## config.mk

```make
export PLATFORM = sky130hd
export DESIGN_NAME = uart_sync_fifo_flat
export DESIGN_NICKNAME = d
export VERILOG_FILES = /design/src/rtl/uart_sync_fifo_if.sv /design/src/rtl/uart_sync_fifo.sv /design/src/flat_wrapper.sv
export SDC_FILE = /design/constraint.sdc
export NUM_CORES = 1
export LEC_CHECK = 0
export CAP_MARGIN = 20
export CELL_PAD_IN_SITES_DETAIL_PLACEMENT = 1
export CELL_PAD_IN_SITES_GLOBAL_PLACEMENT = 1
export CORE_ASPECT_RATIO = 1.25
export CORE_MARGIN = 8
export CORE_UTILIZATION = 51
export CTS_BUF_LIST = sky130_fd_sc_hd__clkbuf_16
export CTS_CLUSTER_SIZE = 12
export DETAILED_ROUTE_END_ITERATION = 8
export HOLD_SLACK_MARGIN = 0.03
export MAX_ROUTING_LAYER = met4
export PLACE_DENSITY = 0.89
export SYNTH_ARGS = -nofsm -noshare
export SYNTH_HDL_FRONTEND = slang
export SYNTH_SLANG_ARGS = --single-unit
```

## constraint.sdc

```tcl
create_clock -name clk -period 3.2 [get_ports clk]
set_input_delay 0.64 -clock clk [delete_from_list [all_inputs] [get_ports clk]]
set_output_delay 0.64 -clock clk [all_outputs]
set_load 0.02 [all_outputs]
```

## src/rtl/uart_sync_fifo_if.sv

```systemverilog
// ---------------------------------------------------------------------------
// uart_sync_fifo_if
// Bus bundle for the UART single-clock FIFO.
//   master : the side that pushes/pops words (host or UART engine)
//            drives wr_en, din, rd_en, flush, err_clr
//            observes dout, count, full/empty, almost flags, error flags
//   slave  : the FIFO itself (the mirror image of master)
// DEPTH must match the FIFO instance so that count has the right width.
// ---------------------------------------------------------------------------
interface uart_sync_fifo_if #(
  parameter int DATA_WIDTH = 8,
  parameter int DEPTH      = 16
);
  localparam int CW = $clog2(DEPTH + 1);

  logic                  wr_en;
  logic [DATA_WIDTH-1:0] din;
  logic                  rd_en;
  logic [DATA_WIDTH-1:0] dout;
  logic                  full;
  logic                  empty;
  logic                  almost_full;
  logic                  almost_empty;
  logic [CW-1:0]         count;
  logic                  flush;
  logic                  err_clr;
  logic                  overflow;
  logic                  underflow;

  modport master (
    output wr_en, din, rd_en, flush, err_clr,
    input  dout, full, empty, almost_full, almost_empty, count,
           overflow, underflow
  );

  modport slave (
    input  wr_en, din, rd_en, flush, err_clr,
    output dout, full, empty, almost_full, almost_empty, count,
           overflow, underflow
  );
endinterface

```

## src/rtl/uart_sync_fifo.sv

```systemverilog
// ---------------------------------------------------------------------------
// uart_sync_fifo
// Parametrised single-clock first-word-fall-through FIFO for the UART TX/RX
// data paths. Any DEPTH >= 2 is supported, including non-powers of two.
// Ports:
//   clk    : single clock, rising edge
//   reset  : asynchronous, active-high
//   bus    : uart_sync_fifo_if.slave
//            wr_en/din     push a word (dropped when full and no pop)
//            rd_en         pop the head word
//            dout          head word, valid whenever empty = 0
//            count         exact occupancy 0..DEPTH
//            full/empty/almost_full/almost_empty  decoded from count only
//            flush         synchronous clear of contents
//            err_clr       clears the sticky overflow/underflow flags
// ---------------------------------------------------------------------------
module uart_sync_fifo #(
  parameter int DATA_WIDTH    = 8,
  parameter int DEPTH         = 16,
  parameter int AFULL_THRESH  = 12,
  parameter int AEMPTY_THRESH = 4
) (
  input  logic            clk,
  input  logic            reset,
  uart_sync_fifo_if.slave bus
);

  localparam int CW = $clog2(DEPTH + 1);
  localparam int PW = (DEPTH > 1) ? $clog2(DEPTH) : 1;

  logic [DATA_WIDTH-1:0] mem [DEPTH];
  logic [PW-1:0]         wr_ptr;
  logic [PW-1:0]         rd_ptr;
  logic [CW-1:0]         count_r;
  logic                  overflow_r;
  logic                  underflow_r;

  logic empty_w;
  logic full_w;
  logic rd_acc;
  logic wr_acc;
  logic ovf_set;
  logic udf_set;

  // Pointers wrap by explicit compare so DEPTH need not be a power of two.
  function automatic logic [PW-1:0] next_ptr(input logic [PW-1:0] p);
    return (p == PW'(DEPTH - 1)) ? '0 : p + PW'(1);
  endfunction

  // Flags decode the count register only, so no request input reaches them
  // combinationally.
  assign empty_w = (count_r == '0);
  assign full_w  = (count_r == CW'(DEPTH));

  // A pop frees a slot in the same edge, so a full FIFO still takes a write
  // when it is read at the same time.
  assign rd_acc  = bus.rd_en & ~empty_w;
  assign wr_acc  = bus.wr_en & (~full_w | rd_acc);

  // Flush swallows the requests of its cycle, including their error effects.
  assign ovf_set = bus.wr_en & ~wr_acc & ~bus.flush;
  assign udf_set = bus.rd_en & empty_w & ~bus.flush;

  // Storage is deliberately left out of reset; stale words are never visible
  // because dout is only meaningful while count is non-zero.
  always_ff @(posedge clk) begin
    if (wr_acc && !bus.flush) begin
      mem[wr_ptr] <= bus.din;
    end
  end

  always_ff @(posedge clk or posedge reset) begin
    if (reset) begin
      wr_ptr      <= '0;
      rd_ptr      <= '0;
      count_r     <= '0;
      overflow_r  <= 1'b0;
      underflow_r <= 1'b0;
    end else begin
      if (bus.flush) begin
        wr_ptr  <= '0;
        rd_ptr  <= '0;
        count_r <= '0;
      end else begin
        if (wr_acc) begin
          wr_ptr <= next_ptr(wr_ptr);
        end
        if (rd_acc) begin
          rd_ptr <= next_ptr(rd_ptr);
        end
        case ({wr_acc, rd_acc})
          2'b10:   count_r <= count_r + CW'(1);
          2'b01:   count_r <= count_r - CW'(1);
          default: count_r <= count_r;
        endcase
      end
      // A new error event wins over a clear arriving in the same cycle.
      overflow_r  <= ovf_set | (overflow_r  & ~bus.err_clr);
      underflow_r <= udf_set | (underflow_r & ~bus.err_clr);
    end
  end

  assign bus.dout         = mem[rd_ptr];
  assign bus.count        = count_r;
  assign bus.empty        = empty_w;
  assign bus.full         = full_w;
  assign bus.almost_full  = (count_r >= CW'(AFULL_THRESH));
  assign bus.almost_empty = (count_r <= CW'(AEMPTY_THRESH));
  assign bus.overflow     = overflow_r;
  assign bus.underflow    = underflow_r;

endmodule

```

## src/flat_wrapper.sv

```systemverilog
// flat-port wrapper written by rule: the top's interface ports become plain ports
module uart_sync_fifo_flat 
#(
  parameter int DATA_WIDTH    = 8,
  parameter int DEPTH         = 16,
  parameter int AFULL_THRESH  = 12,
  parameter int AEMPTY_THRESH = 4
)
  (clk, reset, bus_wr_en, bus_din, bus_rd_en, bus_flush, bus_err_clr, bus_dout, bus_full, bus_empty, bus_almost_full, bus_almost_empty, bus_count, bus_overflow, bus_underflow);
  uart_sync_fifo_if #(.DATA_WIDTH(DATA_WIDTH), .DEPTH(DEPTH)) bus_i ();
  input  logic clk;
  input  logic reset;
  input wire logic [$bits(bus_i.wr_en)-1:0] bus_wr_en;
  input wire logic [$bits(bus_i.din)-1:0] bus_din;
  input wire logic [$bits(bus_i.rd_en)-1:0] bus_rd_en;
  input wire logic [$bits(bus_i.flush)-1:0] bus_flush;
  input wire logic [$bits(bus_i.err_clr)-1:0] bus_err_clr;
  output wire logic [$bits(bus_i.dout)-1:0] bus_dout;
  output wire logic [$bits(bus_i.full)-1:0] bus_full;
  output wire logic [$bits(bus_i.empty)-1:0] bus_empty;
  output wire logic [$bits(bus_i.almost_full)-1:0] bus_almost_full;
  output wire logic [$bits(bus_i.almost_empty)-1:0] bus_almost_empty;
  output wire logic [$bits(bus_i.count)-1:0] bus_count;
  output wire logic [$bits(bus_i.overflow)-1:0] bus_overflow;
  output wire logic [$bits(bus_i.underflow)-1:0] bus_underflow;
  assign bus_i.wr_en = bus_wr_en;
  assign bus_i.din = bus_din;
  assign bus_i.rd_en = bus_rd_en;
  assign bus_i.flush = bus_flush;
  assign bus_i.err_clr = bus_err_clr;
  assign bus_dout = bus_i.dout;
  assign bus_full = bus_i.full;
  assign bus_empty = bus_i.empty;
  assign bus_almost_full = bus_i.almost_full;
  assign bus_almost_empty = bus_i.almost_empty;
  assign bus_count = bus_i.count;
  assign bus_overflow = bus_i.overflow;
  assign bus_underflow = bus_i.underflow;
  uart_sync_fifo #(.DATA_WIDTH(DATA_WIDTH), .DEPTH(DEPTH), .AFULL_THRESH(AFULL_THRESH), .AEMPTY_THRESH(AEMPTY_THRESH)) u_core (.clk(clk), .reset(reset), .bus(bus_i));
endmodule
```

# [Yosys cells after proc, flatten, opt, wreduce, memory -nomap -nowiden]
# Memory sizes are Yosys's and may differ from the RTL's.
# Cells that the tools add are included.
[classes] n_addsub=4 magnitude_cmp=2 n_eq_ne=5 mux=10 bitwise=16 n_reduce_logical=6
[ops] cell="2-to-1 mux 4 bit" n=6
[ops] cell="case mux 5 bit (2 select lines)" n=1
[ops] cell="adder 4 x 1 -> 4 bit, second input constant" n=2
[ops] cell="AND 1 bit" n=8
[ops] cell="equality test 4 bit, second input constant" n=2
[ops] cell="adder 5 x 1 -> 5 bit, second input constant" n=1
[ops] cell="equality test 5 bit, second input constant" n=1
[ops] cell=">= comparator 5 x 4 -> 1 bit, second input constant" n=1
[ops] cell="less-or-equal comparator 5 x 3 -> 1 bit, second input constant" n=1
[ops] cell="zero test 5 bit" n=1
[ops] cell="2-to-1 mux 5 bit" n=1
[ops] cell="inverter 1 bit" n=5
[ops] cell="subtractor 5 x 1 -> 5 bit, second input constant" n=1
[ops] cell="nonzero test 2 bit" n=2
[ops] cell="OR 1 bit" n=3
[ops] cell="nonzero test 3 bit" n=1
[ops] cell="equality test 2 x 1 -> 1 bit, second input constant" n=1
[ops] cell="equality test 2 bit, second input constant" n=1
[ops] cell="2-to-1 mux 1 bit" n=2
[ops] cell="logical AND 1 bit" n=1
[ops] cell="zero test 1 bit" n=1
[word_totals] reg_bits=15 ramBits=128 in_bits=14 out_inout_bits=19 elab_cells=49 mem_count=1
[mem_list] name="u_core.mem" words=16 word_bits=8 read_ports=1 rd_ports_with_merged_regs=0 wr=1 line_no="uart_sync_fifo.sv:31" rtl="logic [DATA_WIDTH-1:0] mem [DEPTH];"

# [Logic depth before layout (Yosys ltp)]
# Gate-level depths: netlist of the first run.
[depth] ltp_word=9 depth_mapped=9 depth_no_buf=8

# [Least setup slack after synthesis of the first run]
# No wires, ideal clock.
[synth_timing] kind="reg-to-reg" startpoint="reg u_core.count_r[0], in the netlist u_core.bus.count[0]" endpoint="reg u_core.count_r[4], in the netlist u_core.bus.count[4]" setup_ps=71 t_arrival_ps=2363 required_ps=3129 slack_ps=766 stages_incl_launch_ff=9 path_buffers=0 synth_period_minus_slack_ps=2434 cell_sequence="dfrtp_1 or4_4 o21ai_1 inv_1 ha_1 nand2b_1 o2bb2ai_1 or3_1 nand4_1"
[synth_between] elab_chain_len=8 word_cells_on_any_way=14 cone_classes="add/sub (2); eq/ne (3); mux (2); bitwise (5); reduce/logical (2)"
[synth_lines] element="from (decl)" line_no="uart_sync_fifo.sv:34" rtl="logic [CW-1:0] count_r;"
[synth_lines] element="from (signal assigned)" line_no="uart_sync_fifo.sv:92" rtl="2'b10: count_r <= count_r + CW'(1);"
[synth_lines] element="from (signal assigned)" line_no="uart_sync_fifo.sv:93" rtl="2'b01: count_r <= count_r - CW'(1);"
[synth_lines] element="from (signal assigned)" line_no="uart_sync_fifo.sv:94" rtl="default: count_r <= count_r;"
[synth_lines] element="zero test 5 bit" line_no="uart_sync_fifo.sv:52" rtl="assign empty_w = (count_r == '0);"
[synth_lines] element="inverter 1 bit" line_no="uart_sync_fifo.sv:57" rtl="assign rd_acc = bus.rd_en & ~empty_w;"
[synth_lines] element="AND 1 bit" line_no="uart_sync_fifo.sv:57"
[synth_lines] element="OR 1 bit" line_no="uart_sync_fifo.sv:58" rtl="assign wr_acc = bus.wr_en & (~full_w | rd_acc);"
[synth_lines] element="AND 1 bit" line_no="uart_sync_fifo.sv:58"
[synth_lines] element="equality test 2 x 1 -> 1 bit or equality test 2 bit (tied branches)" line_no="uart_sync_fifo.sv:91" rtl="case ({wr_acc, rd_acc})"
[synth_lines] element="case mux 5 bit (2 select lines)" line_no="uart_sync_fifo.sv:91"
[synth_lines] element="2-to-1 mux 5 bit" line_no="uart_sync_fifo.sv:80" rtl="if (bus.flush) begin"
# Several ways; a longest one is shown, not always the timed one.
# A chain may end at the register's enable or synchronous reset.

# [Final worst setup path of the first run]
[layout_timing] startpoint="reg u_core.rd_ptr[0]" endpoint="out bus_dout[5]"
[layout_between] elab_chain_len=1
[layout_lines] element="from (decl)" line_no="uart_sync_fifo.sv:33" rtl="logic [PW-1:0] rd_ptr;"
[layout_lines] element="from (signal assigned)" line_no="uart_sync_fifo.sv:89" rtl="rd_ptr <= next_ptr(rd_ptr);"
[layout_lines] element="memory read (16 x 8 bit)"
[layout_lines] element="to (decl)" line_no="flat_wrapper.sv:18" rtl="output wire logic [$bits(bus_i.dout)-1:0] bus_dout;"
# No other way between the ends.

==> results of run 1 <==
## power breakdown
group	switching, mW	internal, mW	leakage (nW)	total (mW)
registers	0.0840	2.10	1.36	2.18
logic	0.720	0.714	0.821	1.43
clock network	0.829	1.10	0.277	1.93
## worst max-delay path by stage
stage / to / slack [ns] / depth (start not counted) / startpoint
6_report: bus_dout[5] / 0.1 / 5 / u_core.rd_ptr[0]$_DFFE_PP0P_
5_1_grt: bus_dout[5] / 0.01 / 5 / u_core.rd_ptr[0]$_DFFE_PP0P_
4_1_cts: bus_dout[7] / 0.005 / 5 / u_core.rd_ptr[0]$_DFFE_PP0P_
3_5_place_dp: u_core.mem[8][1]$_DFFE_PP_ / 0.26 / 5 / bus_rd_en
3_3_place_gp: bus_dout[2] / 0.39 / 5 / u_core.rd_ptr[0]$_DFFE_PP0P_
2_1_floorplan: u_core.bus.count[4]$_DFFE_PP0P_ / 0.77 / 8 / u_core.bus.count[0]$_DFFE_PP0P_
## worst reg2reg max path, delay by kind of cell (launching register included)
family,cells,cell delay (ns)
AO/OA/AOI/OAI,2,0.47
adder cells (fa/ha/maj),1,0.38
buffers and inverters,1,0.20
flip-flops,1,0.46
AND/OR/NAND/NOR,4,1.26
## sequential cells by signal (all words and copies together) (netlist names)
signal and cells:
u_core.mem 128, u_core.bus.count 5, u_core.rd_ptr 4, u_core.wr_ptr 4, u_core.bus.overflow 1, u_core.bus.underflow 1
## metal layers
metal,global-route usage,part of all wire,up-vias
met2,0.361,0.54,99
met4,0.0789,0.025,0
met3,0.0521,0.040,28
met1,0.220,0.40,1711
met5,-,0,-
li1,-,-,1434
## placed cells by master, fill, tap and decap left out, drive strengths merged, types with 9 or more instances in the layout
master         instances
nor2                  13
edfxtp               128
clkbuf                17
clkdlybuf4s50         25
mux4                  32
inv                   18
dfrtp                 15
nand2                 19
a22oi                 16
and2                  17
o21ai                  9
## per-stage QoR
step | hold slack [ns] | worst slack, ns
2_1_floorplan | 0.541 | 0.766
3_3_place_gp | 0.481 | 0.393
3_5_place_dp | 0.495 | 0.256
4_1_cts | 0.515 | 0.00452
5_1_grt | 0.534 | 0.0140
6_report | 0.513 | 0.0966
## area by class of cell
| type | count | area share |
|---|---|---|
| repair buffers | 41 | 0.0634 |
| inverters | 10 | 0.00527 |
| multi-input cells | 169 | 0.233 |
| well taps | 138 | 0.0243 |
| clock buffers | 17 | 0.0598 |
| flip-flops and latches | 143 | 0.593 |
| clock inverters | 15 | 0.0214 |
## logic make-up (layout without fill, tap and decap cells)
group,Yosys count,in the layout
DFF,143,143
buffers and inverters,25,83
AOI/OAI and AO/OA,47,47
and+or+nand+nor,74,74
adders and majority gates,9,9
muxes,37,37
xor gates and xnor gates,2,2
## timing repair
action                                  in CTS  in global routing
endpoints found under the hold margin        0                  0
endpoints found under the setup margin       8                  6
gates resized for setup                      3                  8
buffers inserted                             1                  0
gates cloned                                 1                  0
==> out/metrics.cfg, run 1 <==
[setup_path]
crit_family = buffers and inverters
path_cells = bufbuf_16, mux4_2, a22oi_1, nand2_1, clkdlybuf4s50_1
arrival_ns = 2.46
cp_max_fo = 17
crit-reg2reg-launch = u_core.bus.count[0]$_DFFE_PP0P_
cp-end-kind = primary output
r2r_cells = 8
cp_slowest_stage_delay_ns = 0.54
crit_path_top_delay_cell = clkdlybuf4s50_1
crit_buf_inv = 2
worstSetupPathType = flip-flop to primary output
regToRegSetupSlack_ns = 0.37
cp-start-kind = flip-flop
crit_required_ns = 2.56
rr_endpoint = u_core.bus.count[4]$_DFFE_PP0P_

[power]
power_density_nw_per_um2 = 778
max-vdd-ir-drop_mv = 0.663
p_leak_nw = 2.45
total_power_mw = 5.54

[die]
die_h_um = 137
die_x_um = 113
start_util = 0.519
coreArea_sq_um = 11500
io_pins = 33
rows = 44
die_area_sq_um = 15400

[grt]
grt_max_degree = 34
track_usage = 0.205
grt_antenna_before_repair = 0
grt_first_pass_wirelength_um = 22300
grt_pass1_vias = 3752
gr-total-overflow = 0

[logic_synthesis]
synth_compound_area_frac = 0.0551
netlist_area_sq_um = 5970
synth-simple-area-share = 0.0656
async_flop_share = 0.105
synth_top_flop_cell = edfxtp_1
synth_cells = 337
synth_area_leaders = edfxtp_1 64%, mux4_2 12%, dfrtp_1 6.3%
yosysWarnings = 0
synthMuxAreaShare = 0.131
synth_edf_count = 128
yosys.area.top_type = edfxtp_1
synth_nets = 360
ys_types = 43
yosysSeqAreaShare = 0.707
synth_xor_area_frac = 0.00294
synth_top_area_share = 0.644
synth_top_family_by_area = multiplexers
ys_ff_latch = 143
avgSynthCellArea_sq_um = 17.7
synthTopCellsByCount = 128 x edfxtp_1, 32 x mux4_2, 19 x nand2_1
synth_most_common_cell = edfxtp_1
synth_adder_area_share = 0.0201

[route]
vias_per_cell = 6.14
drt_iter0_markers = 205
firstDrtPassIters = 4
finalWirelength_um = 14000
final_antenna_net_count = 0
drc = 0
drt-wirelength-per-cell_um = 26.3
vias = 3272

[timing]
worstMarginPinSlew_ns = 0.715
timing_hold_violations_final = 0
max_slew_margin = 0.522
grt_setup_unrepaired = no
period_minus_slack_ns = 3.10
finClkSkew_ns = 0.00958
setup_tns_ns = 0
slew_violations = 0
setup_violations = 0
fmax_ghz = 0.322
finalCritPeriodShare = 0.970

[finish]
instances_no_fill = 533
insertedDiodeCount = 0
fillers = 1006
multi_input_area_sq_um = 1660
fin_area_sq_um = 7120
final-seq-area_sq_um = 4220
syn_to_final_growth_pct = 19.3
fin_util = 0.619
fin_nets = 405
drive_gt1_frac = 0.210

[placement]
dp_hpwl_um = 9120
gp_congestion = 0.742
placed_cells = 499
port_buffers = 32
place_area_sq_um = 6470

[job]
cap_viol_max_count = 0

[clock_network]
h-tree-depth = 4
clock_latency_ns = 0.42
cts_root_buf = clkbuf_16
cts_sinks = 143
clk_pin_slew_ns = 0.07
cts_tree = built
cts_hold_buf = 0
cts_buffers = 17
clockBufferDepth = 2

[hold_path]
hp-start = u_core.bus.underflow$_DFF_PP0_
holdCritPathClass = flip-flop to flip-flop
holdPathStages = 1
holdPathEnd = u_core.bus.underflow$_DFF_PP0_

[run_status]
status = finished clean

Power figures use the tool's default switching activity.
==> run 2, diff against run 1 <==
Settings changed: CORE_UTILIZATION 51 to 54, DONT_BUFFER_PORTS from default to 1, HOLD_SLACK_MARGIN 0.03 to default, PLACE_DENSITY 0.89 to 0.88.
Clock period 3.2 ns to 3.52 ns, I/O delays scaled along.
==> run 2 against run 1 <==
Against the previous run: sequential power shrank 6%; cell area decreased by 5.5%; via count shrank 4.5%; first-iteration DRC count fell by 5.9%; power down 12%; final cell count is 7.7% lower; global-route usage is 0.31 points lower; clock skew is essentially flat; clock-buffer cell count unchanged; critical endpoint is now bus_dout[6].
==> out/metrics.cfg, run 2 (synthesized netlist as in run 1, its figures left out) <==
[grt]
grt_antenna_before_repair = 0  ; unchanged
grt_pass1_vias = 3486  ; -7.1%
gr-total-overflow = 0  ; unchanged
grt_max_degree = 26  ; -24%
track_usage = 0.202  ; -0.00314
grt_first_pass_wirelength_um = 20500  ; -8.1%

[placement]
dp_hpwl_um = 8730  ; -4.2%
place_area_sq_um = 6100  ; -5.7%
gp_congestion = 0.725  ; -2.3%
port_buffers = 0  ; -100%
place_ws_ns = 0.744  ; +0.487 ns

[timing]
grt_setup_unrepaired = no
max_slew_margin = 0.476  ; -0.0466
period_minus_slack_ns = 3.11
layout_setup_ws_ns = 0.406  ; +0.309 ns
worstMarginPinSlew_ns = 0.785  ; +0.0705 ns
slew_violations = 0  ; unchanged
finalCritPeriodShare = 0.885
setup_violations = 0  ; unchanged
finClkSkew_ns = 0.00958  ; +0.00000508 ns
timing_hold_violations_final = 0  ; unchanged
setup_tns_ns = 0  ; unchanged
fmax_ghz = 0.321

[setup_path]
arrival_ns = 2.41  ; -0.05 ns
crit-reg2reg-launch = u_core.bus.count[0]$_DFFE_PP0P_
worstSetupPathType = flip-flop to primary output
startpoint = u_core.rd_ptr[0]$_DFFE_PP0P_
cp-end-kind = primary output
crit_required_ns = 2.82  ; +0.26 ns
cp_max_fo = 25  ; +8
cp-start-kind = flip-flop

[die]
die_area_sq_um = 14700  ; -4.8%
start_util = 0.546  ; +0.0277
die_h_um = 134  ; -2.5%
coreArea_sq_um = 10900  ; -5.1%
io_pins = 33  ; unchanged
die_x_um = 110  ; -2.4%
rows = 43  ; -2.3%

[finish]
final_cell_mix = 128 x edfxtp_1, 32 x mux4_2, 19 x nand2_1
largest_register_ffs = 128  ; unchanged
drive_gt1_frac = 0.199  ; -0.0112
final_common_cell = edfxtp_1
fin_nets = 367  ; -9.4%
insertedDiodeCount = 0  ; unchanged
fin_area_sq_um = 6730  ; -5.5%
fin_util = 0.616  ; -0.00298
regMostFlops = u_core.mem
syn_to_final_growth_pct = 12.7

[hold_path]
holdCritPathClass = input pin to async pin

[clock_network]
postCtsSetupBuffers = 0  ; -1
clock_latency_ns = 0.41  ; about the same
clockBufferDepth = 2  ; unchanged
ctsResizeCount = 0  ; -3
h-tree-depth = 4  ; unchanged
clk_pin_slew_ns = 0.06  ; about the same
cts_buffers = 17  ; unchanged
cts_root_buf = clkbuf_16
cts_sinks = 143  ; unchanged
cts_tree = built
cts_hold_buf = 0  ; unchanged

[run_status]
status = finished clean

[route]
drt-wirelength-per-cell_um = 27.4  ; +4.0%
vias_per_cell = 6.35  ; +3.5%
drc = 0  ; unchanged
firstDrtPassIters = 4  ; unchanged
finalWirelength_um = 13500  ; -4.0%
final_antenna_net_count = 0  ; unchanged
drt_iter0_markers = 193  ; -5.9%
vias = 3125  ; -4.5%

[power]
total_power_mw = 4.87  ; -12%
max-vdd-ir-drop_mv = 0.442  ; -33%
power_density_nw_per_um2 = 724  ; -6.9%
p_leak_nw = 2.25  ; -8.4%

[job]
cap_viol_max_count = 0  ; unchanged

run 2: cell types whose count changed in the layout (fill, tap and decap cells not counted), moves of 2 or more:
cell             change
clkdlybuf4s50_1     -25
clkinvlp_4           +2
dlymetal6s2s_1       -6
bufinv_16            +3
inv_8                -3
inv_6                -4
a22oi_2              -3
buf_4                -4
a22oi_1              +3
inv_1                +2
run 2: report_power, final:
group	leakage [nW]	internal (mW)	switching [mW]
Combinational	0.598	0.436	0.531
Clock	0.294	1.18	0.681
Sequential	1.36	1.91	0.137
run 2: path summary, 6_finish.rpt:
path / endpoint / slack [ns] / depth (start not counted)
setup / recovery: bus_dout[6] / 0.41 / 4
hold / removal: u_core.wr_ptr[2]$_DFFE_PP0P_ / 0.24 / 1
setup reg to reg: u_core.bus.count[4]$_DFFE_PP0P_ / 0.72 / 8
hold reg to reg: u_core.wr_ptr[1]$_DFFE_PP0P_ / 0.62 / 2
max in group asynchronous: u_core.rd_ptr[0]$_DFFE_PP0P_ / 2.85 / 1
min in group clk: u_core.rd_ptr[0]$_DFFE_PP0P_ / 0.34 / 1
run 2: cell type report:
type                            instances  area, sq um
Multi-Input combinational cell        169         1640
Inverter                               10         37.5
Clock buffer                           17          425
Fill cell                             948         4200
Timing Repair Buffer                    3         35.0
Tap cell                              135          169
Clock inverter                         15          196
Sequential cell                       143         4220
run 2: routing by layer:
metal | track usage | wire, um | vias to the layer above
met4 | 0.0820 | 261 | 0
li1 | - | - | 1357
met3 | 0.0488 | 846 | 16
met5 | - | 0 | -
met1 | 0.225 | 4950 | 1646
met2 | 0.338 | 7400 | 106
run 2: per-stage QoR:
step           hold WS, ns  instances
2_1_floorplan        0.563        337
3_3_place_gp         0.593        460
3_5_place_dp         0.626        460
4_1_cts              0.257        492
5_1_grt              0.291        492
6_report             0.242        492
run 2: critical path, cell delays in order (launching register included):
cell	delay, ns
dfrtp_2	0.62
buf_12	0.29
mux4_2	0.55
a22oi_1	0.28
nand2_1	0.25
